File: src/rtl/regs_ctrl_pkg.sv
// Shared defaults for the register-file write-back controller.
package regs_ctrl_pkg;

  localparam int DEF_WIDTH      = 32;
  localparam int DEF_NR_REGS    = 32;
  localparam int DEF_ADDR_WIDTH = 5;
  localparam int DEF_NR_SRC     = 3;

  localparam logic [DEF_ADDR_WIDTH-1:0] ZERO_REG = 5'd0;

endpackage

File: src/rtl/rr_arbiter.sv
// Round-robin arbiter: priority starts just above the last winner and wraps.
module rr_arbiter #(
  parameter  int NR = 3,
  localparam int IW = (NR > 1) ? $clog2(NR) : 1
) (
  input  logic          clk,
  input  logic          rst_n,
  input  logic [NR-1:0] valid,
  input  logic          hold,
  input  logic          advance,
  output logic [NR-1:0] grant,
  output logic [IW-1:0] grant_idx
);

  logic [IW-1:0] last_grant_r;
  logic [IW:0]   cand_s;
  logic [IW-1:0] idx_s;
  logic          found_s;

  // Search NR candidates starting one above last_grant; no grant in reset or on hold.
  always_comb begin
    grant     = '0;
    grant_idx = last_grant_r;
    found_s   = 1'b0;
    cand_s    = '0;
    idx_s     = '0;
    if (rst_n && !hold) begin
      for (int i = 1; i <= NR; i++) begin
        cand_s = {1'b0, last_grant_r} + (IW+1)'(i);
        if (cand_s >= (IW+1)'(NR)) begin
          cand_s = cand_s - (IW+1)'(NR);
        end else begin
          cand_s = cand_s;
        end
        idx_s = cand_s[IW-1:0];
        if (!found_s && valid[idx_s]) begin
          found_s        = 1'b1;
          grant[idx_s]   = 1'b1;
          grant_idx      = idx_s;
        end else begin
          found_s = found_s;
        end
      end
    end else begin
      found_s = 1'b0;
    end
  end

  // Pointer moves only on an accepted grant.
  always_ff @(posedge clk or negedge rst_n) begin
    if (!rst_n) begin
      last_grant_r <= IW'(NR - 1);
    end else if (advance) begin
      last_grant_r <= grant_idx;
    end else begin
      last_grant_r <= last_grant_r;
    end
  end

endmodule

File: src/rtl/regs_wb_ctrl.sv
// Write-back controller: arbitrates producers onto the register-file write port and
// tracks pending writes. Define REGS_WB_BYPASS_EN to forward dinw to the operand reads.
module regs_wb_ctrl
  import regs_ctrl_pkg::*;
#(
  parameter int WIDTH      = DEF_WIDTH,
  parameter int NR_REGS    = DEF_NR_REGS,
  parameter int ADDR_WIDTH = DEF_ADDR_WIDTH,
  parameter int NR_SRC     = DEF_NR_SRC
) (
  input  logic                         clk,
  input  logic                         rst,
  input  logic [NR_SRC-1:0]            src_valid,
  output logic [NR_SRC-1:0]            src_ready,
  input  logic [NR_SRC*ADDR_WIDTH-1:0] src_addr,
  input  logic [NR_SRC*WIDTH-1:0]      src_data,
  input  logic                         hold,
  output logic                         wen,
  output logic [ADDR_WIDTH-1:0]        addrw,
  output logic [WIDTH-1:0]             dinw,
  input  logic                         set_en,
  input  logic [ADDR_WIDTH-1:0]        set_addr,
  input  logic [ADDR_WIDTH-1:0]        qa_addr,
  input  logic [ADDR_WIDTH-1:0]        qb_addr,
  input  logic [ADDR_WIDTH-1:0]        qd_addr,
  input  logic [WIDTH-1:0]             rf_douta,
  input  logic [WIDTH-1:0]             rf_doutb,
  output logic [WIDTH-1:0]             opa,
  output logic [WIDTH-1:0]             opb,
  output logic                         busy_a,
  output logic                         busy_b,
  output logic                         busy_d
);

  localparam int IW = (NR_SRC > 1) ? $clog2(NR_SRC) : 1;
  localparam logic [ADDR_WIDTH-1:0] ZERO_ADDR = ADDR_WIDTH'(ZERO_REG);

  logic [IW-1:0]         grant_idx_s;
  logic                  handshake_s;
  logic [ADDR_WIDTH-1:0] sel_addr_s;
  logic [WIDTH-1:0]      sel_data_s;
  logic [NR_REGS-1:1]    sb_r;
  logic [NR_REGS-1:1]    sb_nxt_s;
  logic                  hit_a_s;
  logic                  hit_b_s;

  function automatic logic sb_lookup(input logic [NR_REGS-1:1] sb,
                                     input logic [ADDR_WIDTH-1:0] a);
    logic r;
    r = 1'b0;
    for (int i = 1; i < NR_REGS; i++) begin
      if (a == ADDR_WIDTH'(i)) r = sb[i];
      else r = r;
    end
    return r;
  endfunction

  rr_arbiter #(.NR(NR_SRC)) u_arb (
    .clk       (clk),
    .rst_n     (rst),
    .valid     (src_valid),
    .hold      (hold),
    .advance   (handshake_s),
    .grant     (src_ready),
    .grant_idx (grant_idx_s)
  );

  assign handshake_s = |src_ready;
  assign sel_addr_s  = src_addr[int'(grant_idx_s)*ADDR_WIDTH +: ADDR_WIDTH];
  assign sel_data_s  = src_data[int'(grant_idx_s)*WIDTH +: WIDTH];

  // Registered write port; an accepted write to the zero register never asserts wen.
  always_ff @(posedge clk or negedge rst) begin
    if (!rst) begin
      wen   <= 1'b0;
      addrw <= '0;
      dinw  <= '0;
    end else if (handshake_s) begin
      wen   <= (sel_addr_s != ZERO_ADDR);
      addrw <= sel_addr_s;
      dinw  <= sel_data_s;
    end else begin
      wen   <= 1'b0;
    end
  end

  // Next scoreboard: a set beats a same-cycle clear so the new producer stays tracked.
  always_comb begin
    sb_nxt_s = sb_r;
    for (int i = 1; i < NR_REGS; i++) begin
      if (set_en && set_addr == ADDR_WIDTH'(i)) begin
        sb_nxt_s[i] = 1'b1;
      end else if (wen && addrw == ADDR_WIDTH'(i)) begin
        sb_nxt_s[i] = 1'b0;
      end else begin
        sb_nxt_s[i] = sb_r[i];
      end
    end
  end

  // Pending-write scoreboard state.
  always_ff @(posedge clk or negedge rst) begin
    if (!rst) begin
      sb_r <= '0;
    end else begin
      sb_r <= sb_nxt_s;
    end
  end

`ifdef REGS_WB_BYPASS_EN
  assign hit_a_s = wen && (qa_addr == addrw) && (qa_addr != ZERO_ADDR);
  assign hit_b_s = wen && (qb_addr == addrw) && (qb_addr != ZERO_ADDR);
`else
  assign hit_a_s = 1'b0;
  assign hit_b_s = 1'b0;
`endif

  // Operand muxes and hazard flags toward the issue stage.
  always_comb begin
    opa    = rf_douta;
    opb    = rf_doutb;
    busy_a = 1'b0;
    busy_b = 1'b0;
    busy_d = sb_lookup(sb_r, qd_addr);
    if (hit_a_s) begin
      opa    = dinw;
      busy_a = 1'b0;
    end else begin
      busy_a = sb_lookup(sb_r, qa_addr);
    end
    if (hit_b_s) begin
      opb    = dinw;
      busy_b = 1'b0;
    end else begin
      busy_b = sb_lookup(sb_r, qb_addr);
    end
  end

endmodule

File: config.mk
export PLATFORM = sky130hd
export DESIGN_NAME = regs_wb_ctrl
export DESIGN_NICKNAME = d
export VERILOG_FILES = /design/src/rtl/regs_ctrl_pkg.sv /design/src/rtl/rr_arbiter.sv /design/src/rtl/regs_wb_ctrl.sv
export SDC_FILE = /design/constraint.sdc
export NUM_CORES = 1
export LEC_CHECK = 0
export CORE_MARGIN = 2
export CORE_UTILIZATION = 40
export CTS_CLUSTER_DIAMETER = 60
export DETAILED_ROUTE_END_ITERATION = 6
export GPL_ROUTABILITY_DRIVEN = 1
export HOLD_SLACK_MARGIN = 0.05
export MAX_ROUTING_LAYER = met4
export PLACE_DENSITY_LB_ADDON = 0.1
export RECOVER_POWER = 50
export SYNTH_ARGS = -nofsm -noshare
export SYNTH_HDL_FRONTEND = slang
export SYNTH_SLANG_ARGS = --single-unit
File: constraint.sdc
create_clock -name clk -period 3.5 [get_ports clk]
set_clock_uncertainty 0.05 [all_clocks]
set_input_delay 0.35 -clock clk [delete_from_list [all_inputs] [get_ports clk]]
set_output_delay 0.35 -clock clk [all_outputs]
set_load 0.01 [all_outputs]
==> impl_metrics.csv, run 1 <==
group,metric,value,unit
cells_and_area,multiInputGateArea,0.003273,sq mm
drt,first_pass_iters,5,
cts,clock_latency,0.33,ns
worst_setup_path,cp-end-kind,"output port",
worst_setup_path,cp_max_fo,14,
drt,vias,5474,
logic_synthesis,ys.flop_type,"dfrtp_1",
worst_setup_path,setup.worst_path.start,"u_arb.last_grant_r[1]$_DFFE_PN1P_",
place,dpl_worst_slack,0.2178,ns
floorplanning,rows,44,
cells_and_area,final_cell_mix,"clkdlybuf4s50_1 (180), o21ai_0 (83), dfrtp_1 (70), mux2i_1 (51), nor2_1 (46)",
global_routing,gr-total-overflow,0,
logic_synthesis,synth.avg_cell_area,8.850,sq um
floorplanning,start_util,40.86,%
timing,timing.final.crit_period,3.348,ns
cells_and_area,final_common_cell,"clkdlybuf4s50_1",
worst_setup_path,cp.buffers_inverters,3,
run_status,status,"complete, but fails checks",
cts,clk_pin_slew_worst_paths,0.05,ns
worst_setup_path,critical_path.cell_chain,"inv_1, ha_2, inv_1, nand3_1, a21oi_1, a222oi_1, nor2_1, clkdlybuf4s50_1",
worst_setup_path,cp_slowest_stage_delay,0.56,ns
timing,hold_viol_final,0,
timing,slew_viol_final,72,
place,port-buffer-count,181,
worst_setup_path,cp_slowest_cell,"dfstp_2",
timing,setup_violations,0,
timing,fin_setup_tns,0,ns
worst_setup_path,critPathLaunchType,"register",
cts,htreeDepth,3,
pwr,p_leak,3.090,nW
worst_hold_path,min_from,"dinw[3]$_DFFE_PN0P_",
logic_synthesis,synth_area,0.005938,sq mm
floorplanning,die-area,0.01584,sq mm
logic_synthesis,yosysWarnings,0,
global_routing,grt_pass1_wl,29690,um
worst_setup_path,cp.required,3.10,ns
timing,max-slew-margin-rel,-18.82,%
cts,hold_buffers,0,
place,dp.final_hpwl,14340,um
cts,numCtsBuffers,9,
logic_synthesis,ys_types,68,
global_routing,grt_max_degree,72,
floorplanning,pin_count,310,
floorplanning,die_width,125.8,um
worst_setup_path,critPathCapture,"src_ready[0]",
logic_synthesis,async_reset_ff_share,100.0,%
logic_synthesis,synth_edf_count,0,
cells_and_area,seqCellArea,0.001778,sq mm
timing,fin_ws,0.1519,ns
worst_setup_path,r2r_slack,0.36,ns
cts,cts_tree,"built",
drt,drt_wl_total,18610,um
cts,clockBufferDepth,2,
timing,period_share,95.66,%
place,place.gp.congestion,0.9015,
cells_and_area,final_net_count,982,
drt,vias_per_cell,5.702,
timing,tightest_slew,1.782,ns
drt,route.detailed.drc,0,
logic_synthesis,syn_inst,671,
pwr,vdd_drop_max,0.4964,mV
drt,wl_per_cell,19.38,um
cells_and_area,num_antenna_cells,0,
worst_setup_path,arrival,2.95,ns
logic_synthesis,ys_seq_area_share,29.94,%
worst_setup_path,cp.depth,8,
drt,ant_nets,0,
floorplanning,die_height,125.8,um
worst_setup_path,crit_family,"buffers and inverters",
worst_setup_path,cp_common_cell,"inv_1",
timing,fmax,298.7,MHz
global_routing,grt_usage,24.13,%
worst_hold_path,worstHoldPathType,"reg2reg",
cells_and_area,fin_util,52.78,%
worst_setup_path,rr_startpoint,"u_arb.last_grant_r[1]$_DFFE_PN1P_",
cts,cts.sinks,71,
cells_and_area,drive_gt1_share,14.30,%
global_routing,grt_pass1_vias,5523,
timing,hold_ws,0.4628,ns
worst_hold_path,hold_depth,2,
pwr,powerDensity,705.7,mW/mm^2
global_routing,antenna_found_initial,0,
logic_synthesis,synth_nets,879,
worst_setup_path,r2r_cells,9,
floorplanning,core_area,0.01453,sq mm
run_status,violations,"max-capacitance violations, max-slew violations",
logic_synthesis,ys_seq_elements,71,
run,cap_viol_max_count,1,
drt,drt_iter0_markers,454,
cells_and_area,area_delta_synth_final,29.18,%
worst_setup_path,critPathKind,"reg2out",
pwr,finalPower,5.413,mW
cells_and_area,nFillCells,1373,
cts,root_buffer,"clkbuf_16",
worst_setup_path,r2r-end,"dinw[2]$_DFFE_PN0P_",
-- timing repair --
action                                  CTS  global route
endpoints found under the setup margin    0            36
hold endpoints to repair                  0             0
setup buffers                             0             0
gates resized for setup                   0             3
-- kinds of logic (layout without fill, tap and decap cells) --
family          Yosys count  after routing  share of synthesized area, %
mux                      71             71                         13.97
compound gates          218            218                         26.68
flops                    71             71                         29.94
buf+inv                 150            255                         15.28
simple gates            155            155                         12.87
fa+ha+maj                 6              6                         1.264
-- worst min-delay path by stage --
stage | slack (ns) | end
final | 0.46 | dinw[3]$_DFFE_PN0P_
after global routing | 0.48 | dinw[26]$_DFFE_PN0P_
after CTS | 0.25 | dinw[0]$_DFFE_PN0P_
after detailed placement | 0.45 | u_arb.last_grant_r[0]$_DFFE_PN0P_
after global placement | 0.45 | u_arb.last_grant_r[0]$_DFFE_PN0P_
after floorplan | 0.004 | addrw[0]$_DFFE_PN0P_
-- area by class of cell --
class / instances / share of cell area [%]
Inverter: 43 / 2.104
Timing Repair Buffer: 199 / 25.75
Clock buffer: 11 / 3.164
Sequential cell: 71 / 23.18
Clock inverter: 2 / 0.1305
Tap cell: 184 / 3.001
Multi-Input combinational cell: 450 / 42.67
-- stage by stage --
stage,cells,cell area [sq um]
finish,960,7671
global route,960,7671
CTS,960,7665
detailed placement,947,7412
global placement,947,7412
floorplan,671,5938
-- worst reg2reg max path, cell delays in order, from the launching register on --
cell and delay, ns:
dfstp_2 0.56, inv_1 0.12, ha_2 0.52, nor3b_2 0.11, a31oi_1 0.22, and3_1 0.19, a31o_2 0.16, and2_2 0.78
a211oi_1 0.21, a21oi_1 0.14
-- power by group --
part           internal [mW]  switching, mW
logic                   1.41           1.57
registers               1.21          0.416
clock network          0.484          0.320
-- per-layer routing --
metal | share of wire [%] | global-route usage (%) | vias up
met4 | 2.9 | 8.791 | 0
met1 | 42 | 29.24 | 2631
met3 | 7.4 | 6.075 | 54
met5 | 0 | - | -
li1 | - | - | 2549
met2 | 48 | 39.14 | 240
-- flip-flops by register name, summed over array words and instances (netlist names) --
| name | flops |
|---|---|
| dinw | 32 |
| sb_r | 31 |
| addrw | 5 |
| u_arb.last_grant_r | 2 |
| wen | 1 |
-- cells in the mapped netlist (5+ instances only) --
master     n  area share [%]
nor2b_1   13             1.4
o21ai_0   83             7.0
nand3_1   18             1.5
inv_1     43             2.7
nor2_1    46             2.9
dfrtp_1   70              29
a21oi_1   31             2.6
buf_4     69             8.7
clkbuf_1  15            0.95
buf_6      9             1.7
mux2_2     7             1.3
nand2_1   38             2.4
buf_2     11            0.93
a31oi_1    6            0.63
nor3b_1    5            0.63
nand2b_1  11             1.2
a21oi_2   20             2.9
a211oi_2  31             6.5
mux4_2     8             3.0
ha_1       6             1.3
mux2i_1   51             8.6
nand4_1    5            0.53
No activity file was read; power rests on OpenSTA's default activity.
==> run 2, diff against run 1 <==
Settings changed: CTS_CLUSTER_SIZE set to 16.
==> results of run 2 <==
The final DEF is identical to that of run 1; final timing and power are the same.
==> run 3, diff against run 2 <==
Settings changed: CORE_MARGIN 2 to 4.
Clock period 3.5 ns to 4 ns, I/O delays scaled along.
==> impl_metrics.csv, run 3 (synthesis gave the netlist of run 1 again) <==
group,metric,value,unit
run_status,status,"complete, but fails checks",
run_status,violations,"max-capacitance violations, max-slew violations",
global_routing,grt_max_degree,72,
global_routing,gr-total-overflow,0,
timing,slew_viol_final,72,
cells_and_area,top_regs,"dinw x32, sb_r x31, addrw x5",
cells_and_area,fin_util,52.87,%
cts,root_buffer,"clkbuf_16",
cells_and_area,final_net_count,975,
place,dp.final_hpwl,14700,um
timing,max-slew-margin-rel,-19.22,%
floorplanning,start_util,40.86,%
drt,vias,5515,
worst_hold_path,worstHoldPathType,"reg2reg",
timing,timing.final.crit_period,3.629,ns
worst_setup_path,critPathLaunchType,"register",
cts,clk_pin_slew_worst_paths,0.06,ns
cells_and_area,largest_reg_flops,32,
cells_and_area,seqCellArea,0.001778,sq mm
cts,numCtsBuffers,9,
worst_setup_path,arrival,3.18,ns
run,cap_viol_max_count,1,
pwr,vdd_drop_max,0.2623,mV
timing,fmax,275.6,MHz
cts,hold_buffers,0,
drt,first_pass_iters,5,
timing,period_share,90.73,%
drt,vias_per_cell,5.757,
cells_and_area,area_delta_synth_final,29.39,%
pwr,p_leak,3.090,nW
global_routing,antenna_found_initial,2,
cts,htreeDepth,3,
floorplanning,rows,44,
worst_setup_path,critPathKind,"reg2out",
worst_setup_path,cp-end-kind,"output port",
drt,ant_nets,0,
timing,fin_setup_tns,0,ns
cells_and_area,final_common_cell,"clkdlybuf4s50_1",
timing,setup_violations,0,
cells_and_area,multiInputGateArea,0.003263,sq mm
cells_and_area,top_register,"dinw",
cts,cts_setup_buffers,0,
timing,grt_setup_unrepaired,"no",
global_routing,grt_pass1_vias,5620,
floorplanning,pin_count,310,
floorplanning,die_width,129.8,um
floorplanning,die-area,0.01686,sq mm
pwr,powerDensity,635.8,mW/mm^2
cts,cts_tree,"built",
worst_setup_path,cp_max_fo,14,
cells_and_area,drive_gt1_share,13.73,%
timing,hold_viol_final,0,
cts,post_cts_resized,0,
timing,tightest_slew,1.788,ns
cells_and_area,nFillCells,1372,
floorplanning,core_area,0.01453,sq mm
drt,drt_wl_total,19230,um
drt,drt_iter0_markers,373,
global_routing,grt_pass1_wl,30210,um
global_routing,grt_usage,23.52,%
place,port-buffer-count,181,
cts,clock_latency,0.33,ns
worst_setup_path,cp.required,3.55,ns
drt,route.detailed.drc,0,
worst_setup_path,r2r_slack,0.56,ns
place,place.gp.congestion,0.8632,
cells_and_area,final_cell_mix,"clkdlybuf4s50_1 (180), o21ai_0 (83), dfrtp_1 (70), mux2i_1 (51), nor2_1 (46)",
drt,wl_per_cell,20.07,um
floorplanning,die_height,129.8,um
cts,cts.sinks,71,
cts,clockBufferDepth,2,
[run 3: cell count changes in the layout (fill, tap and decap cells not counted), sizes merged]
cell,previous run,this run
buf,17,11
bufinv,0,1
clkbuf,13,12
clkinv,2,3
clkinvlp,0,1
diode,0,2
[run 3: stage by stage]
step | total power, mW | instance area (sq um) | std cells | hold slack (ns) | setup WS, ns
5_1_grt | 5.220 | 7684 | 958 | 0.4872 | 0.2087
3_5_place_dp | 4.068 | 7372 | 940 | 0.4545 | 0.4490
6_report | 4.885 | 7684 | 958 | 0.4609 | 0.3709
2_1_floorplan | 3.079 | 5938 | 671 | 0.05441 | 1.353
3_3_place_gp | 4.024 | 7372 | 940 | 0.4453 | 0.4487
4_1_cts | 4.912 | 7681 | 956 | 0.2931 | 0.3922
[run 3: power breakdown]
| part | total (mW) | switching [mW] | internal, mW |
|---|---|---|---|
| Clock | 0.817 | 0.302 | 0.515 |
| Combinational | 2.63 | 1.38 | 1.24 |
| Sequential | 1.44 | 0.382 | 1.06 |
[run 3: area by class of cell]
| class | count | area share, % |
|---|---|---|
| diodes | 2 | 0.06514 |
| clock buffers | 11 | 3.289 |
| clock inverters | 5 | 0.7328 |
| inverters | 43 | 2.101 |
| multi-input cells | 450 | 42.47 |
| flip-flops and latches | 71 | 23.14 |
| well taps | 184 | 2.996 |
| repair buffers | 192 | 25.21 |
[run 3: final timing paths]
check,startpoint,to,cells after the start
max,u_arb.last_grant_r[0]$_DFFE_PN0P_,src_ready[0],8
min,dinw[6]$_DFFE_PN0P_,dinw[6]$_DFFE_PN0P_,2
max reg2reg,u_arb.last_grant_r[0]$_DFFE_PN0P_,dinw[5]$_DFFE_PN0P_,10
min reg2reg,dinw[6]$_DFFE_PN0P_,dinw[6]$_DFFE_PN0P_,2
max in group asynchronous,rst,dinw[9]$_DFFE_PN0P_,2
min in group asynchronous,rst,dinw[27]$_DFFE_PN0P_,2
[run 3: layer usage]
metal  wire [um]  vias to the layer above  track usage, %
met4         658                        0           8.741
met1        7955                     2620           29.34
li1            -                     2551               -
met3        1577                       60           6.263
met5           0                        -               -
met2        9039                      284           36.76
[run 3: worst max-delay path: stages, from the launching register on]
cell,delay (ns)
dfrtp_1,0.56
inv_1,0.17
ha_1,0.62
inv_1,0.21
nand3_1,0.16
a21oi_1,0.10
a222oi_1,0.44
nor2_1,0.08
clkdlybuf4s50_1,0.51
==> RTL edit 1: new RTL, flow settings as in run 2 <==
Set the package constant `ZERO_REG` to 5'd1 (it was 5'd0).
--- a/src/rtl/regs_ctrl_pkg.sv
+++ b/src/rtl/regs_ctrl_pkg.sv
@@ -8,3 +8,3 @@
 
-  localparam logic [DEF_ADDR_WIDTH-1:0] ZERO_REG = 5'd0;
+  localparam logic [DEF_ADDR_WIDTH-1:0] ZERO_REG = 5'd1;
 
Behaviour: not the same (a bounded check fails within 4 cycles, from zero or initial values and one cycle with rst low).
==> RTL edit 1 against run 2 <==
- the flow still finishes with violations (max-capacitance violations, max-slew violations)
- area after synthesis is 3.4% lower
- setup slack got worse by 0.096 ns
- sequential cell count stayed put
- count of clock-buffer cells in the layout decreased by 1
- power fell by 0.13%
- sequential share of layout area hardly changed
- wire length decreased by 2.8%
- hold slack lost 0.035 ns
- final area about the same
- synthesized cell count grew 0.15%
- critical path type unchanged
- largest power group unchanged
==> RTL edit 1: results (changes against run 2) <==
status=complete, but fails checks (unchanged); failing checks=max-capacitance violations, max-slew violations (unchanged); Signal buf overhead=26.5% (was 25.8%); min Tclk post-route=3.44 ns (was 3.35 ns); DRT Pass-1 Iters=4 (was 5); post-detail-place hpwl=13.9 mm (was 14.3 mm); endpoint of the worst hold path=dinw[6] (was dinw[3]); r2r setup slk=0.18 ns (was 0.36 ns); post-place setup slack=-0.00534 ns (was 0.218 ns); clk_buf instances=10 (was 11); maximum vdd ir drop=0.398 mV (was 0.496 mV); Pleak=3.09 nW (about the same); ClkCell Share=3.70% (was 3.29%); Pins Over Slew Limit=71 (was 72); DRT Wirelength=18.1 mm (was 18.6 mm); Cell variety after synth=56 (was 68); mux share of post-synthesis cell area=17.4% (was 14.0%); CP arrival=3.04 ns (was 2.95 ns); Non-CTS buffers=208 (was 199); Net Sw Power=2.21 mW (was 2.31 mW); Multi-input gate area=3300 µm² (was 3270 µm²); maxcap violations=1 (unchanged); comb_multi_in=483 (was 450); Comb power frac=55.6% (was 55.1%); GRT Util Overall=24.8% (was 24.1%); Hold Slack=0.427 ns (was 0.463 ns); synth cell count leaders=o21ai_0 (121), dfrtp_1 (70), buf_4 (68), nand2_1 (48), nor2_1 (42) (was o21ai_0 (83), dfrtp_1 (70), buf_4 (69), mux2i_1 (51), nor2_1 (46)); CP max stage delay=0.59 ns (was 0.56 ns); Core ar.=13900 µm² (was 14500 µm²); Synth Area in Compound Gates=21.7% (was 26.7%); Post-Place Cells=954 (was 947); post-synthesis adder-cell area fraction=1.31% (was 1.26%); r2r endpoint=addrw[0] (was dinw[2]); Hold Crit Start=dinw[6] (was dinw[3]); register area share after synthesis=31.0% (was 29.9%); pin count of the biggest net entering global routing=71 (was 72); Top FF cell, synth=dfrtp_1 (unchanged); GP Congestion=0.932 (was 0.902); Area after DPL=7320 µm² (was 7410 µm²); xor/xnor share of the synthesized area=0.153% (was 0%); Vias per Instance=5.72 (was 5.70); # nets final=995 (was 982); Non-clk invs=14 (was 43); Synth area leaders=dfrtp_1 (31%), o21ai_0 (11%), buf_4 (8.9%) (was dfrtp_1 (29%), buf_4 (8.7%), mux2i_1 (8.6%)); Initial DRC Count=382 (was 454); CP Max Fanout=7 (was 14); Mapped Nets=880 (was 879); FILL cells=1312 (was 1373); Final Util=55.1% (was 52.8%); worst slew pin tran=1.71 ns (was 1.78 ns)
## RTL edit 1: cell count changes in the layout (fill, tap and decap cells not counted), sizes merged, moves of 10 or more
| cell | run 2 | this run |
|---|---|---|
| nand2 | 38 | 48 |
| nand2b | 11 | 21 |
| mux2 | 12 | 30 |
| a21oi | 51 | 29 |
| inv | 43 | 15 |
| a211oi | 35 | 3 |
| nand3 | 18 | 28 |
| mux2i | 51 | 41 |
| o21ai | 85 | 121 |
## RTL edit 1: repair_timing
| action | 4_1_cts | 5_1_grt |
|---|---|---|
| gates resized for setup | 9 | 5 |
| hold buffers | 1 | 0 |
| endpoints found under the hold margin | 1 | 0 |
| setup buffers | 1 | 0 |
| pin swaps | 1 | 1 |
| setup endpoints to repair | 4 | 16 |
## RTL edit 1: routing by layer
metal | vias to the layer above | routed length [µm] | track usage, %
li1 | 2606 | - | -
met1 | 2627 | 6980 | 27.5
met2 | 261 | 9010 | 42.2
met3 | 67 | 1380 | 5.45
met4 | 0 | 718 | 11.9
met5 | - | 0 | -
==> RTL edit 2: new RTL, settings of run 2 <==
Without the edit above. Make the reset (`rst` and `rst_n`) synchronous in 3 clocked blocks.
--- a/src/rtl/rr_arbiter.sv
+++ b/src/rtl/rr_arbiter.sv
@@ -49,3 +49,3 @@
   // Pointer moves only on an accepted grant.
-  always_ff @(posedge clk or negedge rst_n) begin
+  always_ff @(posedge clk) begin
     if (!rst_n) begin
--- a/src/rtl/regs_wb_ctrl.sv
+++ b/src/rtl/regs_wb_ctrl.sv
@@ -72,3 +72,3 @@
   // Registered write port; an accepted write to the zero register never asserts wen.
-  always_ff @(posedge clk or negedge rst) begin
+  always_ff @(posedge clk) begin
     if (!rst) begin
@@ -101,3 +101,3 @@
   // Pending-write scoreboard state.
-  always_ff @(posedge clk or negedge rst) begin
+  always_ff @(posedge clk) begin
     if (!rst) begin
Behaviour: differs if rst is asserted again (counterexample within 4 cycles, from zero or initial values and one cycle with rst low); with rst held inactive, the same outputs for 4 cycles.
==> RTL edit 2 against run 2 <==
- first-iteration DRC count is 1.8% lower
- area after synthesis is 0.91% lower
- final area is 1.9% higher
- via count is 17% higher
- count of clock-buffer cells in the layout is 1 lower
- critical endpoint is now src_ready[1]
- highest routed layer unchanged
- hold slack better by 0.031 ns
- setup slack worse by 0.031 ns
- sequential cell count stayed put
- sequential share of layout area is 5.0 points lower
- final cell count is 10% higher
- wire length is 14% higher
- non-clock buffer count is 15 higher
Power is not compared: it rests on default switching activity, and its combinational part moved more than twofold at a synthesized area within 25%.
==> RTL edit 2: results (changes against run 2) <==
# nets final=1077 (was 982); Hold Slack=0.494 ns (was 0.463 ns); first-pass GRT wire length=33.1 mm (was 29.7 mm); Area after DPL=7490 µm² (was 7410 µm²); highest routed layer=met4 (unchanged); DR WL met2=10.5 mm (was 8.91 mm); status=complete, no violations (was complete, but fails checks); register area share after synthesis=24.2% (was 29.9%); share of post-route cells with drive strength above 1=13.4% (was 14.3%); maximum root-to-sink buffer count=2 (unchanged); met3 Use GR=8.00% (was 6.07%); Initial DRC Count=446 (was 454); ys async rst share=0% (was 100%); Cell variety after synth=66 (was 68); post-place setup slack=0.241 ns (was 0.218 ns); FILL cells=1364 (was 1373); maximum vdd ir drop=0.222 mV; CP max stage delay=0.58 ns (was 0.56 ns); r2r setup slk=0.46 ns (was 0.36 ns); Mapped Nets=976 (was 879); worst reg2reg path startpoint=u_arb.last_grant_r[0] (was u_arb.last_grant_r[1]); Max-slew headroom=40.3% (was -18.8%); GRT Util Overall=27.0% (was 24.1%); vias in the first global route=6213 (was 5523); via count=6394 (was 5474); GP Congestion=0.979 (was 0.902); Hold Crit Start=sb_r[30] (was dinw[3]); global-route met1 utilization=30.2% (was 29.2%); r2r endpoint=dinw[28] (was dinw[2]); final worst setup slack=0.121 ns (was 0.152 ns); synth cell count leaders=nand2_1 (86), dfxtp_1 (71), buf_4 (66), o21ai_0 (56), nand3_1 (48) (was o21ai_0 (83), dfrtp_1 (70), buf_4 (69), mux2i_1 (51), nor2_1 (46)); crit path to=src_ready[1] (was src_ready[0]); Reg clk slew, reported paths=0.05 ns (about the same); source of the critical timing path=u_arb.last_grant_r[1] (unchanged); cell count after synthesis=768 (was 671); Slowest cell on crit path=clkdlybuf4s50_1 (was dfstp_2); DRT Wirelength=21.3 mm (was 18.6 mm); critical path's top delay family=buffers and inverters (unchanged); CP arrival=2.98 ns (was 2.95 ns); Top FF cell, synth=dfxtp_1 (was dfrtp_1); Metal-1 WL=8.10 mm (was 7.78 mm); post-detail-place hpwl=16.2 mm (was 14.3 mm); Vias per Instance=6.05 (was 5.70); Post-Place Cells=1042 (was 947); met2 GRT Util=45.4% (was 39.1%); CP Max Fanout=7 (was 14); pin count of the biggest net entering global routing=45 (was 72); met3 wire length=1.85 mm (was 1.38 mm); endpoint of the worst hold path=sb_r[30] (was dinw[3]); Synth area leaders=dfxtp_1 (24%), buf_4 (8.4%), mux2_2 (8.0%) (was dfrtp_1 (29%), buf_4 (8.7%), mux2i_1 (8.6%)); worst reg-to-reg path cell count=9 (unchanged)
==> RTL edit 2: worst min-delay path, stage by stage (launching register included) <==
cell and delay (ns):
dfxtp_1 0.35, o21ai_0 0.09, a21oi_1 0.06
==> RTL edit 2: layout make-up <==
cell class | instances | area, µm² | share of cell area (%)
Multi-Input combinational cell | 556 | 3690 | 47.2
Timing Repair Buffer | 214 | 2090 | 26.7
Clock buffer | 10 | 239 | 3.06
Tap cell | 184 | 230 | 2.95
Sequential cell | 71 | 1420 | 18.2
Inverter | 17 | 63.8 | 0.817
Clock inverter | 5 | 82.6 | 1.06
==> RTL edit 2: what timing repair did <==
item	4_1_cts	5_1_grt
setup buffers	0	0
resized for setup	1	3
endpoints found under the setup margin	1	3
==> RTL edit 2: logic make-up (layout without fill, tap and decap cells) <==
family	after synthesis	count (layout)	synth area share, %
adders and majority gates	6	6	1.28
buffers and inverters	141	246	13.7
DFF	71	71	24.2
muxes	64	64	13.1
and+or+nand+nor	269	269	22.7
AOI/OAI and AO/OA	217	217	25.2
